File: config.mk
export PLATFORM = sky130hd
export DESIGN_NAME = vga_timing_controller
export DESIGN_NICKNAME = d
export VERILOG_FILES = /design/src/rtl/vga_timing_controller.sv
export SDC_FILE = /design/constraint.sdc
export NUM_CORES = 1
export LEC_CHECK = 0
export ABC_AREA = 1
export CORE_MARGIN = 2
export CORE_UTILIZATION = 37
export CTS_BUF_LIST = sky130_fd_sc_hd__clkbuf_8
export CTS_CLUSTER_DIAMETER = 150
export DETAILED_ROUTE_END_ITERATION = 10
export PLACE_DENSITY = 0.67
export SLEW_MARGIN = 5
export SYNTH_ARGS = -nofsm -noshare
export SYNTH_HDL_FRONTEND = slang
export SYNTH_SLANG_ARGS = --single-unit
File: constraint.sdc
create_clock -name clk -period 2 [get_ports clk]
set_clock_uncertainty 0.1 [all_clocks]
set_input_delay 0.3 -clock clk [delete_from_list [all_inputs] [get_ports clk]]
set_output_delay 0.3 -clock clk [all_outputs]
set_load 0.01 [all_outputs]
File: src/rtl/vga_timing_controller.sv
// VGA raster timing: pixel-tick divider, free-running h/v counters, a sync/blank delay
// line matched to renderer latency, and a blanking-gated registered RGB output.
module vga_timing_controller #(
  parameter int H_ACTIVE    = 640,
  parameter int H_FP        = 16,
  parameter int H_SYNC      = 96,
  parameter int H_BP        = 48,
  parameter int V_ACTIVE    = 480,
  parameter int V_FP        = 10,
  parameter int V_SYNC      = 2,
  parameter int V_BP        = 33,
  parameter int SYNC_ACTIVE = 0,
  parameter int CLK_DIV     = 1,
  parameter int PIPE_DELAY  = 1
) (
  input  logic        clk,
  input  logic        rst,
  input  logic [11:0] vga_data,
  output logic [11:0] h_cnt,
  output logic [11:0] v_cnt,
  output logic        pix_tick,
  output logic        frame_start,
  output logic        video_on,
  output logic        hsync,
  output logic        vsync,
  output logic [3:0]  vga_r,
  output logic [3:0]  vga_g,
  output logic [3:0]  vga_b
);

  localparam int H_TOTAL = H_ACTIVE + H_FP + H_SYNC + H_BP;
  localparam int V_TOTAL = V_ACTIVE + V_FP + V_SYNC + V_BP;

  localparam logic [11:0] H_LAST   = 12'(H_TOTAL - 1);
  localparam logic [11:0] V_LAST   = 12'(V_TOTAL - 1);
  localparam logic [11:0] H_ACT    = 12'(H_ACTIVE);
  localparam logic [11:0] V_ACT    = 12'(V_ACTIVE);
  localparam logic [11:0] HS_START = 12'(H_ACTIVE + H_FP);
  localparam logic [11:0] HS_END   = 12'(H_ACTIVE + H_FP + H_SYNC);
  localparam logic [11:0] VS_START = 12'(V_ACTIVE + V_FP);
  localparam logic [11:0] VS_END   = 12'(V_ACTIVE + V_FP + V_SYNC);
  localparam logic [1:0]  DIV_LAST = 2'(CLK_DIV - 1);

  localparam logic       SYNC_ON    = (SYNC_ACTIVE != 0);
  localparam logic       SYNC_OFF   = ~SYNC_ON;
  localparam logic [2:0] STAGE_IDLE = {SYNC_OFF, SYNC_OFF, 1'b0};

  logic [1:0]                div_q, div_d;
  logic                      tick_q, tick_d;
  logic [11:0]               h_q, h_d;
  logic [11:0]               v_q, v_d;
  logic                      fs_q, fs_d;
  logic                      von_q, von_d;
  logic [PIPE_DELAY:0][2:0]  stg_q, stg_d;
  logic [11:0]               rgb_q, rgb_d;
  logic                      hs_raw_s, vs_raw_s, act_dly_s, act_out_s;

  assign hs_raw_s = ((h_q >= HS_START) && (h_q < HS_END)) ? SYNC_ON : SYNC_OFF;
  assign vs_raw_s = ((v_q >= VS_START) && (v_q < VS_END)) ? SYNC_ON : SYNC_OFF;

  // Colour is gated by the active flag aged PIPE_DELAY ticks, matching when vga_data arrives.
  generate
    if (PIPE_DELAY == 0) begin : g_no_dly
      assign act_dly_s = von_q;
    end else begin : g_dly
      assign act_dly_s = stg_q[PIPE_DELAY-1][0];
    end
  endgenerate

  // Next-state logic: divider, counters, delay line and colour register.
  always_comb begin
    div_d  = (div_q == DIV_LAST) ? 2'd0 : div_q + 2'd1;
    tick_d = (div_d == DIV_LAST);
    h_d    = h_q;
    v_d    = v_q;
    stg_d  = stg_q;
    rgb_d  = rgb_q;
    if (tick_q) begin
      if (h_q == H_LAST) begin
        h_d = 12'd0;
        if (v_q == V_LAST) begin
          v_d = 12'd0;
        end else begin
          v_d = v_q + 12'd1;
        end
      end else begin
        h_d = h_q + 12'd1;
      end
      stg_d    = stg_q << 3;
      stg_d[0] = {hs_raw_s, vs_raw_s, von_q};
      rgb_d    = act_dly_s ? vga_data : 12'd0;
    end else begin
      h_d   = h_q;
      v_d   = v_q;
      stg_d = stg_q;
      rgb_d = rgb_q;
    end
    von_d = (h_d < H_ACT) && (v_d < V_ACT);
    fs_d  = tick_d && (h_d == 12'd0) && (v_d == 12'd0);
  end

  // State registers with synchronous reset; reset abandons the frame and restarts at 0,0.
  always_ff @(posedge clk) begin
    if (rst) begin
      div_q  <= 2'd0;
      tick_q <= 1'b0;
      h_q    <= 12'd0;
      v_q    <= 12'd0;
      fs_q   <= 1'b0;
      von_q  <= 1'b1;
      stg_q  <= {(PIPE_DELAY+1){STAGE_IDLE}};
      rgb_q  <= 12'd0;
    end else begin
      div_q  <= div_d;
      tick_q <= tick_d;
      h_q    <= h_d;
      v_q    <= v_d;
      fs_q   <= fs_d;
      von_q  <= von_d;
      stg_q  <= stg_d;
      rgb_q  <= rgb_d;
    end
  end

  // The last-stage active flag always matches the colour register's gate; it doubles as a blanking guard.
  assign act_out_s   = stg_q[PIPE_DELAY][0];
  assign h_cnt       = h_q;
  assign v_cnt       = v_q;
  assign pix_tick    = tick_q;
  assign frame_start = fs_q;
  assign video_on    = von_q;
  assign hsync       = stg_q[PIPE_DELAY][2];
  assign vsync       = stg_q[PIPE_DELAY][1];
  assign vga_r       = act_out_s ? rgb_q[11:8] : 4'd0;
  assign vga_g       = act_out_s ? rgb_q[7:4]  : 4'd0;
  assign vga_b       = act_out_s ? rgb_q[3:0]  : 4'd0;

endmodule

==> summary by stage, run 1 <==
Detailed routing
The first routing iteration left 171 violations. After detailed routing, the average wire length per cell comes to 13.2 um. The total DRC errors in the routed layout is 0. The total wire length is 7000 um. The number of optimization iterations in the first detailed-route pass is 5. The total number of vias is 2665.

In the routed layout, each cell is associated on average with a via count of 5.02. In this run the remaining antenna-violating nets after routing total 0.

CTS
Clock tree synthesis inserted a total of 5 buffers. Counting every sink on the clock net gives 47. TritonCTS built the clock tree. The maximum number of buffers from clock root to sink is 2. The buffer type at the clock tree root is clkbuf_8. The total number of H-tree levels is 2. The source-to-sink clock delay at the later pin of the worst-skew pair is 0.31 ns. Clock-pin slew was measured on the worst setup and hold paths at 0.10 ns.

Finish
The count of fill cells added during filler insertion is 661. The final standard cell area without fillers is 0.00346 mm^2. The antenna diode count is 0. For this run, the post-layout net count is 470. The footprint of the multi-input gates is 0.00148 mm^2. Of the cells placed in the final design, the portion with a size suffix greater than 1 is 0.155.

The register area is 962 um^2. The final standard cell utilization of the core is 0.514. The relative area change from synthesis to final layout is 35.3%.

Placement
Summed over all nets, the half-perimeter wirelength after detailed placement is 4840 um. The area of placed instances is 0.00321 mm^2. Port buffering added 54 buffers. The placer's final routability congestion estimate is 0.883.

Power and ir drop
Of the total power, the share spent switching nets is 0.243. The internal power is 1.41 mW. The sequential power share is 0.527. The leakage power figure is 1.46 nW.

The total power density per cell area is 539 mW/mm^2. The portion of total power attributed to combinational logic is 0.082. VDD sags by at most 390 uV.

The share of total power dissipated in the clock network is 0.391. For this design the total switching power over the nets is 0.452 mW.

Synthesis
The most instantiated flip-flop cell in the synthesis netlist is dfxtp_1. By count the netlist is led by nand2_1, nor2_1, dfxtp_1, inv_1, nand3_1. The post-synthesis instance area is 0.00255 mm^2.

After synthesis, the netlist uses 30 different library cells. Counting every net in the synthesized netlist gives 411. The register bit total from synthesis is 47. The share of the Yosys chip area taken by registers is 0.368. The share of async-settable or async-resettable flops after synthesis is 0. In this run, synthesis inferred 0 flip-flops with an integrated enable. The most common cell in the synthesized netlist is nand2_1. The biggest area contributor in the post-synthesis netlist is dfxtp_1. Ranked by total cell area, the synthesized netlist is headed by dfxtp_1, nand2_1, nor2_1.

For this run, the number of Yosys warnings is 0. Of the post-synthesis cell area, the dominant cell type holds 0.368. Synthesis handed over a netlist of 391 instances. The average instance in the mapped netlist occupies 6.53 um^2.

STA
The number of endpoints with negative hold slack in the final report was 0. The number of pins exceeding their max-slew limit in the final report is 0. The achievable clock frequency is 514 MHz. Setup repair after global routing could not meet its margin everywhere. For the pin with the worst max-slew slack, the measured transition is 0.479 ns. For the final routed database, the setup TNS stands at 0 ns. Setup violations remaining at the end of the flow were counted as 0. Dividing the final minimum period by the clock period gives 0.972. The relative max-transition margin is 0.681. For the finished layout, the period the worst path requires is 1.94 ns.

Setup path
In this run the critical register-to-register path is launched from h_cnt[0]. The required time of the worst setup path is 2.14 ns. The largest fanout on the critical path is 7. Measured in cells, the most critical reg-to-reg path has a length of 11. The worst setup path is of the reg2reg kind. The critical path capture point type is a flip-flop. The minimum setup slack among reg-to-reg paths is 0.06 ns. At the worst endpoint, the arrival time is 2.09 ns.

Tracing the worst setup path back leads to its startpoint at h_cnt[0]. The reg-to-reg critical path endpoint is frame_start. The end of the critical path is frame_start. STA classifies the critical path startpoint as a flip-flop.

GRT
The initial antenna violation count was 0. The maximum number of pins on one net before global-route repair is 42. The via count of the first global-routing pass is 2456.

The total global routing track utilization is 0.185. The remaining global-route overflow is 0. The first global-routing pass estimated 11300 um of wire.

Floorplanning
The die extent in x is 87.1 um. The row count is 30. The die covers 0.00758 mm^2. In this run the vertical extent of the chip is 87.1 um. The core area is 0.00672 mm^2. In this run the count of I/O pins placed on the die edge is 55. The initial utilization of the core area, before any placement, comes to 0.380.

Outcome
The flow ran to the end, and the final reports show no timing, DRC or antenna violations.

Worst hold path
The type of the worst min-delay path is reg2reg.

Job
The tool flagged a number of max-cap violations equal to 0.
[final cells by class]
| cell class | instances | area share |
|---|---|---|
| Clock buffer | 5 | 0.0199 |
| Tap cell | 80 | 0.0290 |
| Timing Repair Buffer | 63 | 0.177 |
| Multi-Input combinational cell | 283 | 0.428 |
| Inverter | 50 | 0.0543 |
| Sequential cell | 47 | 0.278 |
| Clock inverter | 3 | 0.0138 |
[cells in the final DEF, fill, tap and decap left out, drive strengths merged]
cell type,synthesis,layout
nand3,45,45
o21ai,8,8
clkbuf,9,5
a21oi,22,22
nand4,7,7
inv,49,50
bufinv,0,1
clkinv,1,2
o21bai,3,3
xor2,2,2
nor3,9,9
or2,1,1
a21boi,1,1
ha,6,6
nor2,64,65
nor4,1,1
a31oi,1,1
dfxtp,47,47
nand2,112,112
clkdlybuf4s50,0,54
buf,3,9
[through the flow]
| stage | setup WS, ns | instances | total power, mW | hold WS, ns |
|---|---|---|---|---|
| after floorplan | 0.196 | 391 | 1.07 | 0.341 |
| after global placement | 0.000341 | 521 | 1.15 | 0.346 |
| after detailed placement | 0.0459 | 521 | 1.15 | 0.352 |
| after CTS | 0.0144 | 529 | 1.87 | 0.371 |
| after global routing | -0.0669 | 531 | 1.94 | 0.391 |
| final | 0.0552 | 531 | 1.86 | 0.369 |
[power groups by stage]
stage	Sequential, mW	Clock, mW	Combinational (mW)
detailed placement	1.00	0	0.148
global placement	1.00	0	0.146
global route	0.985	0.786	0.168
CTS	0.979	0.747	0.148
finish	0.980	0.728	0.153
floorplan	0.996	0	0.0740
[per-layer routing]
layer	wire length [um]	track usage	part of all wire
met1	3200	0.250	0.46
met4	95	0.0469	0.014
met3	315	0.0389	0.045
met2	3390	0.298	0.48
met5	0	0	0
[how the worst min path moves through the flow]
stage	from	to	slack (ns)	cells after the start
floorplan	stg_q[1]	stg_q[1]	0.34	2
global placement	hsync	hsync	0.35	2
detailed placement	hsync	hsync	0.35	2
CTS	rgb_q[11]	rgb_q[11]	0.37	2
global route	rgb_q[9]	rgb_q[9]	0.39	2
finish	rgb_q[11]	rgb_q[11]	0.37	2
[registers in the layout, indices dropped and copies added, names as in the netlist]
signal and cells:
act_dly_s 1, act_out_s 1, div_q 2, frame_start 1, h_cnt 12, hsync 1
pix_tick 1, rgb_q 12, stg_q 2, v_cnt 12, video_on 1, vsync 1
[logic make-up (layout without fill, tap and decap cells)]
family | after synthesis | count (layout) | share of synthesized area
simple gates | 239 | 240 | 0.428
buf+inv | 62 | 121 | 0.0926
flops | 47 | 47 | 0.368
compound gates | 35 | 35 | 0.0745
fa+ha+maj | 6 | 6 | 0.0294
xor+xnor | 2 | 2 | 0.00686
[worst max-delay path, cell delays in order (launching register included)]
cell and delay, ns:
dfxtp_4 0.38, ha_4 0.13, inv_1 0.05, nor2_4 0.16, nand3_4 0.19, nor2_8 0.24, nand3_2 0.12, nand3_2 0.11
nand2_1 0.08, nor2_2 0.12, nand3_1 0.09, nor2_1 0.11
[what timing repair did]
action                                  CTS  global route
buffers inserted                          0             1
hold buffers                              0             0
endpoints found under the setup margin   12             3
gates cloned                              0             1
pin swaps                                 0            10
resized for setup                         1            37
No activity file was read; power rests on OpenSTA's default activity.
==> run 2, diff against run 1 <==
--- a/config.mk
+++ b/config.mk
@@ -7,11 +7,12 @@
 export LEC_CHECK = 0
 export ABC_AREA = 1
 export CORE_MARGIN = 2
-export CORE_UTILIZATION = 37
-export CTS_BUF_LIST = sky130_fd_sc_hd__clkbuf_8
+export CORE_UTILIZATION = 35
+export CTS_BUF_LIST = sky130_fd_sc_hd__clkbuf_16
 export CTS_CLUSTER_DIAMETER = 150
 export DETAILED_ROUTE_END_ITERATION = 10
-export PLACE_DENSITY = 0.67
+export HOLD_SLACK_MARGIN = 0.03
+export PLACE_DENSITY = 0.65
 export SLEW_MARGIN = 5
 export SYNTH_ARGS = -nofsm -noshare
 export SYNTH_HDL_FRONTEND = slang
==> run 2 against run 1 <==
Design area is 6.1% higher; via count decreased by 0.11%; fmax is 2.2% higher; critical endpoint is now video_on; highest routed layer unchanged; total power increased by 13%.
==> summary by stage, run 2 (synthesized netlist as in run 1, its figures left out) <==
Worst hold path
The worst hold path was traced through 2 stages. The path class of the tightest hold or removal check is reg2reg. For hold timing, the worst endpoint is vsync. The worst hold path begins at vsync.

Power and ir drop
Of the total power, registers draw 0.467. Internal power comes to 1.63 mW. The total power density per cell area is 572 mW/mm^2.

The net switching fraction of the power is 0.225. The peak supply drop is 380 uV. The fraction of power consumed by the clock network is 0.461.

The net switching power is 0.471 mW. The sum of internal, switching and leakage power is 2.10 mW. The portion of total power attributed to combinational logic is 0.072.

Summed over all cells, the static leakage comes to 1.52 nW.

GRT
The via count of the first global-routing pass is 2353. The maximum number of pins on one net before global-route repair is 42. The total overflow left after global routing is 0. The initial antenna violation count was 0. The first global-routing pass estimated 10800 um of wire.

The total global routing track utilization is 0.171.

Detailed routing
The number of optimization iterations in the first detailed-route pass is 4. The average wire per cell in the routed design is 12.7 um. The number of DRC markers in iteration 0 is 205. For this block, the routed nets add up to 7100 um of wire. Using the TritonRoute via totals, the vias-per-cell ratio works out to 4.75. The count of nets left with antenna violations once routing finished came out at 0. For this run, design rule violations remaining after detail routing come to 0. The total number of vias is 2662.

STA
Dividing the final minimum period by the clock period gives 0.951. At the pin with the least slew margin, the transition time is 0.505 ns. Setup repair after global routing could not meet its margin everywhere. The number of endpoints with negative hold slack in the final report is 0. The number of pins exceeding their max-slew limit in the final report is 0.

The relative max-transition margin is 0.663. Adding up every negative setup slack in the final design gives 0 ns. Setup violations remaining at the end of the flow were counted as 0. After layout, the minimum clock period comes to 1.90 ns. Static timing analysis puts the maximum clock frequency at 526 MHz.

Setup path
The start point of the critical path is h_cnt[11]. The minimum setup slack among reg-to-reg paths is 0.1 ns. The critical path capture point type is a flip-flop. The critical path is of the reg2reg type.

The largest fanout on the critical path is 6. The cell depth of the worst flop-to-flop path is 11. The worst register-to-register path begins at h_cnt[11]. The reg-to-reg critical path endpoint is video_on. The kind of start point of the critical path is a flip-flop. STA puts the critical path data arrival time at 1.98 ns.

At the worst endpoint, the required time is 2.07 ns.

Floorplanning
In this run the vertical extent of the chip is 89.4 um. The die covers 0.00800 mm^2. In this run the horizontal extent of the chip is 89.4 um. The I/O pin total is 55. The core area is 0.00718 mm^2.

For this configuration, the core starts out at a cell density of 0.356. After floorplanning, the core was divided into 31 placement rows.

CTS
After clock tree synthesis, the clock-pin slew on the worst setup and hold paths is 0.07 ns. The maximum number of buffers from clock root to sink is 2. The clock tree synthesis step divided the H-tree into 2 levels. The clock sink count is 47.

Buffers inserted during clock tree synthesis total 5. The source-to-sink clock delay at the later pin of the worst-skew pair is 0.28 ns. The tree is rooted in a clkbuf_16. TritonCTS built the clock tree.

After clock tree synthesis, the flow added hold-fix buffers numbering 0.

Placement
Once detailed placement completed, the half-perimeter wirelength came to 4940 um. At the end of routability-driven placement, the weighted congestion stood at 0.963. The area of placed instances is 0.00325 mm^2.

The count of input and output buffers is 54.

Finish
Of the cells placed in the final design, the portion with a size suffix greater than 1 is 0.178. The net count reported at finish is 480. Leaving out fill and tap cells, the most frequent cell in the layout is nand2_1.

The finished cells cover 0.00367 mm^2. The top cell types in the final layout, fill and taps aside, are nand2_1, nor2_1, clkdlybuf4s50_1, inv_1, nand3_1. The antenna diode count is 0. The relative area change from synthesis to final layout is 43.6%.

Job
Across the run, the number of max-cap violations was 0.

Outcome
The flow ran to the end, and the final reports show no timing, DRC or antenna violations.
## run 2: cell count changes in the layout (fill, tap and decap cells not counted), moves of 4 or more
cell | previous run | this run
buf_4 | 8 | 17
nand2_2 | 5 | 9
clkbuf_8 | 5 | 0
clkbuf_16 | 0 | 5
nand2_1 | 106 | 102
nand3_4 | 2 | 6
nand3_2 | 8 | 3
## run 2: what timing repair did
item / CTS / global route
pin swaps: 0 / 14
cloned: 0 / 1
resized for setup: 2 / 45
setup buffers: 0 / 8
endpoints found under the setup margin: 7 / 2
## run 2: area by class of cell
class	count	area (um^2)
Clock buffer	5	125
Clock inverter	3	47.5
Multi-Input combinational cell	283	1530
Fill cell	735	3510
Timing Repair Buffer	73	699
Tap cell	99	124
Inverter	50	188
Sequential cell	47	957
## run 2: metal layers
layer,global-route usage,vias up,wire length (um)
li1,-,1372,-
met1,0.228,1224,3130
met2,0.288,64,3630
met3,0.0332,2,300
met4,0.0366,0,40
met5,0,-,0
## run 2: how the worst max path moves through the flow
stage | to | slack [ns] | cells past startpoint
floorplan | video_on | 0.20 | 10
global placement | frame_start | 0.05 | 10
detailed placement | frame_start | 0.02 | 10
CTS | video_on | 0.10 | 9
global route | frame_start | -0.03 | 11
finish | video_on | 0.1 | 11
## run 2: power groups by stage
stage	Clock [mW]	Sequential, mW	Combinational, mW
6_report	0.966	0.980	0.151
5_1_grt	1.02	0.984	0.166
4_1_cts	0.992	0.978	0.150
3_5_place_dp	0	1.00	0.150
3_3_place_gp	0	0.998	0.148
2_1_floorplan	0	0.996	0.0740
## run 2: stage by stage
stage                     instances  hold slack (ns)  worst slack [ns]  utilization
final                           560            0.363            0.0975        0.511
after global routing            560            0.397           -0.0320        0.511
after CTS                       551            0.366             0.104        0.478
after detailed placement        543            0.348            0.0159        0.453
after global placement          543            0.340            0.0468        0.453
after floorplan                 391            0.341             0.196            -
## run 2: critical path, stage by stage (launching register included)
cell,delay (ns)
dfxtp_1,0.33
inv_1,0.11
nand2_2,0.07
nor2_4,0.20
nand3_4,0.15
nor2_8,0.15
buf_12,0.14
nand3_4,0.09
o21ai_1,0.18
nand2_2,0.10
nor2_1,0.12
a21oi_1,0.05
